**src/rtl/mem_access_unit_pkg.sv**
```systemverilog
// Shared definitions for the MEM-stage access unit: load/store op codes,
// FSM state encoding, data-bus size encoding and the bus request record.
package mem_access_unit_pkg;

  localparam logic [7:0] OP_LD_B  = 8'h20;
  localparam logic [7:0] OP_LD_H  = 8'h21;
  localparam logic [7:0] OP_LD_W  = 8'h23;
  localparam logic [7:0] OP_LD_BU = 8'h24;
  localparam logic [7:0] OP_LD_HU = 8'h25;
  localparam logic [7:0] OP_ST_B  = 8'h28;
  localparam logic [7:0] OP_ST_H  = 8'h29;
  localparam logic [7:0] OP_ST_W  = 8'h2B;

  localparam logic [2:0] S_IDLE  = 3'd0;
  localparam logic [2:0] S_REQ   = 3'd1;
  localparam logic [2:0] S_WAIT  = 3'd2;
  localparam logic [2:0] S_DONE  = 3'd3;
  localparam logic [2:0] S_DRAIN = 3'd4;

  localparam logic [1:0] SZ_BYTE = 2'd0;
  localparam logic [1:0] SZ_HALF = 2'd1;
  localparam logic [1:0] SZ_WORD = 2'd2;

  typedef struct packed {
    logic        we;
    logic [1:0]  size;
    logic [3:0]  wstrb;
    logic [31:0] wdata;
  } dbus_fmt_t;

endpackage

```
**src/rtl/mem_access_unit_load_align.sv**
```systemverilog
// Load result formatting: pick the addressed lane out of the bus word and
// sign- or zero-extend it according to the load op.
module mem_load_align
  import mem_access_unit_pkg::*;
(
  input  logic [31:0] rdata,
  input  logic [1:0]  addr,
  input  logic [7:0]  op,
  output logic [31:0] result
);

  logic [31:0] lane;

  assign lane = rdata >> {addr, 3'b000};

  always_comb begin
    case (op)
      OP_LD_B:  result = {{24{lane[7]}}, lane[7:0]};
      OP_LD_BU: result = {24'h0, lane[7:0]};
      OP_LD_H:  result = {{16{lane[15]}}, lane[15:0]};
      OP_LD_HU: result = {16'h0, lane[15:0]};
      default:  result = lane;
    endcase
  end

endmodule

```
**src/rtl/mem_access_unit.sv**
```systemverilog
// MEM-stage load/store unit: issues the data-bus handshake, formats store
// data and load results, and stalls the pipeline until the access completes.
module mem_access_unit
  import mem_access_unit_pkg::*;
#(
  parameter bit ALIGN_CHECK = 1'b1
) (
  input  logic        clk,
  input  logic        rst,
  input  logic        flush,
  input  logic        stall_wb,
  input  logic [4:0]  mem_wd,
  input  logic        mem_wreg,
  input  logic [31:0] mem_wdata,
  input  logic        mem_inst_valid,
  input  logic [31:0] mem_inst_pc,
  input  logic [7:0]  mem_aluop,
  input  logic [31:0] mem_mem_addr,
  input  logic [31:0] mem_reg2,
  input  logic [1:0]  mem_excepttype,
  output logic        dbus_req,
  output logic        dbus_we,
  output logic [1:0]  dbus_size,
  output logic [31:0] dbus_addr,
  output logic [3:0]  dbus_wstrb,
  output logic [31:0] dbus_wdata,
  input  logic        dbus_addr_ok,
  input  logic        dbus_data_ok,
  input  logic [31:0] dbus_rdata,
  output logic        stallreq_mem,
  output logic        ale_o,
  output logic [4:0]  wb_wd,
  output logic        wb_wreg,
  output logic [31:0] wb_wdata,
  output logic        wb_inst_valid,
  output logic [31:0] wb_inst_pc
);

  logic [2:0]  state, state_nxt;
  logic [31:0] result_q, load_val;
  logic        is_load, is_store, is_byte, is_half, is_word;
  logic        chk, ale, mem_op, latch;
  logic [1:0]  a;
  dbus_fmt_t   fmt;

  assign a        = mem_mem_addr[1:0];
  assign is_load  = mem_aluop inside {OP_LD_B, OP_LD_H, OP_LD_W, OP_LD_BU, OP_LD_HU};
  assign is_store = mem_aluop inside {OP_ST_B, OP_ST_H, OP_ST_W};
  assign is_byte  = mem_aluop inside {OP_LD_B, OP_LD_BU, OP_ST_B};
  assign is_half  = mem_aluop inside {OP_LD_H, OP_LD_HU, OP_ST_H};
  assign is_word  = mem_aluop inside {OP_LD_W, OP_ST_W};

  // Only accesses that would otherwise be issued are alignment-checked.
  assign chk    = mem_inst_valid && (mem_excepttype == 2'b00) && (is_load || is_store);
  assign ale    = ALIGN_CHECK && chk && ((is_half && a[0]) || (is_word && (a != 2'b00)));
  assign mem_op = chk && !ale;

  always_comb begin
    fmt.we    = is_store;
    fmt.size  = is_byte ? SZ_BYTE : (is_half ? SZ_HALF : SZ_WORD);
    fmt.wstrb = 4'b0000;
    fmt.wdata = mem_reg2;
    if (is_store && !ale) begin
      case (mem_aluop)
        OP_ST_B: fmt.wstrb = 4'b0001 << a;
        OP_ST_H: fmt.wstrb = 4'b0011 << a;
        default: fmt.wstrb = 4'b1111;
      endcase
    end
    case (mem_aluop)
      OP_ST_B: fmt.wdata = {4{mem_reg2[7:0]}};
      OP_ST_H: fmt.wdata = {2{mem_reg2[15:0]}};
      default: fmt.wdata = mem_reg2;
    endcase
  end

  mem_load_align u_align (
    .rdata  (dbus_rdata),
    .addr   (a),
    .op     (mem_aluop),
    .result (load_val)
  );

  always_comb begin
    state_nxt    = state;
    dbus_req     = 1'b0;
    stallreq_mem = 1'b0;
    latch        = 1'b0;
    case (state)
      S_IDLE, S_REQ: begin
        if (flush) begin
          state_nxt = S_IDLE;
        end else if (mem_op || state == S_REQ) begin
          dbus_req     = 1'b1;
          stallreq_mem = 1'b1;
          // data_ok may arrive alongside addr_ok; skip WAIT in that case.
          if (dbus_addr_ok && dbus_data_ok) begin
            latch     = 1'b1;
            state_nxt = S_DONE;
          end else if (dbus_addr_ok) begin
            state_nxt = S_WAIT;
          end else begin
            state_nxt = S_REQ;
          end
        end
      end
      S_WAIT: begin
        stallreq_mem = 1'b1;
        if (flush)             state_nxt = dbus_data_ok ? S_IDLE : S_DRAIN;
        else if (dbus_data_ok) begin
          latch     = 1'b1;
          state_nxt = S_DONE;
        end
      end
      S_DONE:  if (flush || !stall_wb) state_nxt = S_IDLE;
      S_DRAIN: begin
        stallreq_mem = mem_op;
        if (dbus_data_ok) state_nxt = S_IDLE;
      end
      default: state_nxt = S_IDLE;
    endcase
  end

  always_ff @(posedge clk) begin
    if (rst) begin
      state    <= S_IDLE;
      result_q <= 32'h0;
    end else begin
      state <= state_nxt;
      if (latch) result_q <= load_val;
    end
  end

  assign dbus_we    = fmt.we;
  assign dbus_size  = fmt.size;
  assign dbus_addr  = mem_mem_addr;
  assign dbus_wstrb = fmt.wstrb;
  assign dbus_wdata = fmt.wdata;
  assign ale_o      = ale;

  assign wb_wd         = mem_wd;
  assign wb_wreg       = mem_wreg && mem_inst_valid && !is_store && !ale;
  assign wb_wdata      = (state == S_DONE && is_load) ? result_q : mem_wdata;
  assign wb_inst_valid = mem_inst_valid;
  assign wb_inst_pc    = mem_inst_pc;

endmodule

```
**config.mk**
```make
export PLATFORM = sky130hd
export DESIGN_NAME = mem_access_unit
export DESIGN_NICKNAME = d
export VERILOG_FILES = /design/src/rtl/mem_access_unit_pkg.sv /design/src/rtl/mem_access_unit_load_align.sv /design/src/rtl/mem_access_unit.sv
export SDC_FILE = /design/constraint.sdc
export NUM_CORES = 1
export LEC_CHECK = 0
export BUFFER_PORTS_ARGS = -buffer_cell sky130_fd_sc_hd__buf_2
export CAP_MARGIN = 20
export CORE_AREA = 2 2 128 130
export CTS_BUF_LIST = sky130_fd_sc_hd__clkbuf_16
export DETAILED_ROUTE_END_ITERATION = 7
export DIE_AREA = 0 0 130 132
export MAX_ROUTING_LAYER = met4
export PLACE_DENSITY_LB_ADDON = 0.15
export SYNTH_ARGS = -nofsm -noshare
export SYNTH_HDL_FRONTEND = slang
export SYNTH_SLANG_ARGS = --single-unit
```
**constraint.sdc**
```tcl
create_clock -name clk -period 2.63 [get_ports clk]
set_clock_uncertainty 0.05 [all_clocks]
set_input_delay 0.263 -clock clk [delete_from_list [all_inputs] [get_ports clk]]
set_output_delay 0.263 -clock clk [all_outputs]
set_load 0.01 [all_outputs]
```
==> flow_metrics.tcl <==
set metrics [dict create \
    outcome "finished clean" \
    p_per_area_nw_per_um2 328 \
    avgViaCountPerCell 4.84 \
    area_growth_pct 21.8 \
    critPathKind "primary input to output pin" \
    setup_ws_ns 0.155 \
    ios 328 \
    period_needed_ns 2.48 \
    cp.required_ns 2.32 \
    wl_met1_um 7070 \
    core_area_um2 15700 \
    endpoint_kind "output pin" \
    syn_avg_cell_area_um2 8.25 \
    cts_buffers 5 \
    top_layer "met4" \
    met3WireLength_um 1650 \
    rsz0062_at_grt "false" \
    tightestPinTransition_ns 0.945 \
    min_path_cells 2 \
    finalHoldViolations 0 \
    grt_pass1_vias 3769 \
    final_max_slew_viol_count 0 \
    leakage_nw 2.03 \
    yosysSeqAreaShare_pct 18.2 \
    gp_congestion 0.868 \
    drt-initial-drc-count 175 \
    synth_top_area_share_pct 18.2 \
    cap_viol_max_count 0 \
    ys_ff_latch 35 \
    antenna_found_initial 2 \
    remaining_drc_errors 0 \
    yosys_warnings 0 \
    pre_cts_slack_ns -0.0446 \
    syn_area_um2 3850 \
    synth_nets 650 \
    slew-limit-headroom_pct 36.8 \
    row_count 46 \
    fin_crit_sh_pct 94.1 \
    drt.antenna.violating_nets 0 \
    yosysTopAreaCell "dfxtp_1" \
    cts_hold_buf 0 \
    layout_common_cells "buf_2, a21oi_1, dfxtp_1" \
    wl_per_cell_um 20.6 \
    cts_buffer_depth 2 \
    drive_above_1_share_pct 50.2 \
    cp.arrival_ns 2.16 \
    dieArea_um2 17200 \
    grt.overflow.total 0 \
    vias 3845 \
    die_w_um 130 \
    tritoncts "built" \
    cp_max_fo 16 \
    dr_wl_met2_um 7400 \
    drtPass1Iterations 4 \
    synth_area_leaders "dfxtp_1, buf_4, mux2_4" \
    htree_levels 2 \
    hp-class "primary input to flop" \
    setup_viol 0 \
    start_kind "primary input" \
    port-buffer-count 193 \
    r2r_cells 6 \
    final.setup.tns_ns 0 \
    synthDistinctLibCells 47 \
    layout_commonest_cell "buf_2" \
    path_clk_slew_ns 0.06 \
    grt_start_max_net_pins 34 \
    start_util_pct 24.5 \
    drt-total-wl_um 16400 \
    clock_latency_ns 0.28 \
    nets 758 \
    grt_pass1_wl_um 23300 \
    die-height_um 132 \
    cts.sinks 35 \
    synthCells 467 \
    peakVddDrop_mv 0.190 \
    max_freq_mhz 404 \
    track_usage_pct 18.4 \
    ctsRootBufferMaster "clkbuf_16" \
    hpwlAfterDp_um 13100 \
]
[timing repair]
action	4_1_cts	5_1_grt
pin swaps	0	1
gates cloned	0	1
resized for setup	1	4
setup buffers	0	1
setup endpoints to repair	1	30
[path summary, 6_finish.rpt]
| path | startpoint | to | slack, ns |
|---|---|---|---|
| setup / recovery | mem_aluop[4] | wb_wdata[13] | 0.15 |
| hold / removal | dbus_data_ok | state[2] | 0.15 |
| setup reg to reg | state[0] | result_q[16] | 0.25 |
| hold reg to reg | result_q[5] | result_q[5] | 0.44 |
[critical path, cell delays in order]
cell	delay [ns]
buf_2	0.10
or4b_4	0.56
a21o_1	0.22
nor4_4	0.13
buf_4	0.18
buf_6	0.24
mux2_4	0.32
buf_2	0.14
[synthesized netlist by cell type, drive strengths merged]
cell type and number:
a2111oi 8, a211o 1, a211oi 14, a21boi 2, a21o 1, a21oi 50, a22oi 1, a2bb2oi 1
a311oi 1, a31o 1, a31oi 2, and2 2, and3 3, buf 96, clkbuf 18, dfxtp 35
inv 5, mux2 50, mux2i 24, nand2 9, nand2b 3, nand3 4, nor2 24, nor2b 19
nor3 32, nor3b 1, nor4 5, o211a 1, o211ai 9, o21ai 28, o21ba 1, o22ai 1
o31ai 10, o32ai 1, or2 1, or4 1, or4b 1, xor2 1
[where the power goes]
group	leakage, nW	switching [W]	internal, W
registers	0.282	0.000000336	0.000531
clock network	0.0710	0.000229	0.000345
logic	1.68	0.000232	0.000201
total	2.03	0.000461	0.00108
[metal layers]
| metal | vias up | GRT usage (%) |
|---|---|---|
| li1 | 1841 | - |
| met1 | 1756 | 23.7 |
| met2 | 225 | 27.5 |
| met3 | 23 | 6.94 |
| met4 | 0 | 3.52 |
| met5 | - | - |
[registers in the layout, summed over array words and instances (netlist names)]
signal,count
result_q,32
state,3
[kinds of logic after synthesis]
kind of cell    after synthesis  synth area share [%]
compound gates              133                  21.8
xor+xnor                      1                 0.227
buf+inv                     119                  20.4
flops                        35                  18.2
mux                          74                  23.8
simple gates                105                  15.6
[stage by stage]
| stage | hold WS (ns) | instances | utilization (%) | total power (W) | cell area, µm² |
|---|---|---|---|---|---|
| after CTS | 0.148 | 790 | 29.6 | 0.00155 | 4650 |
| after global placement | 0.438 | 782 | 28.7 | 0.000970 | 4510 |
| after floorplan | 0.292 | 467 | - | 0.000878 | 3850 |
| final | 0.150 | 794 | 29.9 | 0.00154 | 4690 |
| after detailed placement | 0.428 | 782 | 28.7 | 0.000975 | 4510 |
| after global routing | 0.159 | 794 | 29.9 | 0.00161 | 4690 |
[area by class of cell]
| cell class | count | area (µm²) |
|---|---|---|
| diodes | 2 | 5.00 |
| clock buffers | 5 | 125 |
| clock inverters | 3 | 16.3 |
| fillers | 1737 | 11000 |
| inverters | 5 | 18.8 |
| multi-input cells | 313 | 2390 |
| flip-flops and latches | 35 | 701 |
| well taps | 216 | 270 |
| repair buffers | 215 | 1160 |
Power figures use the tool's default switching activity.
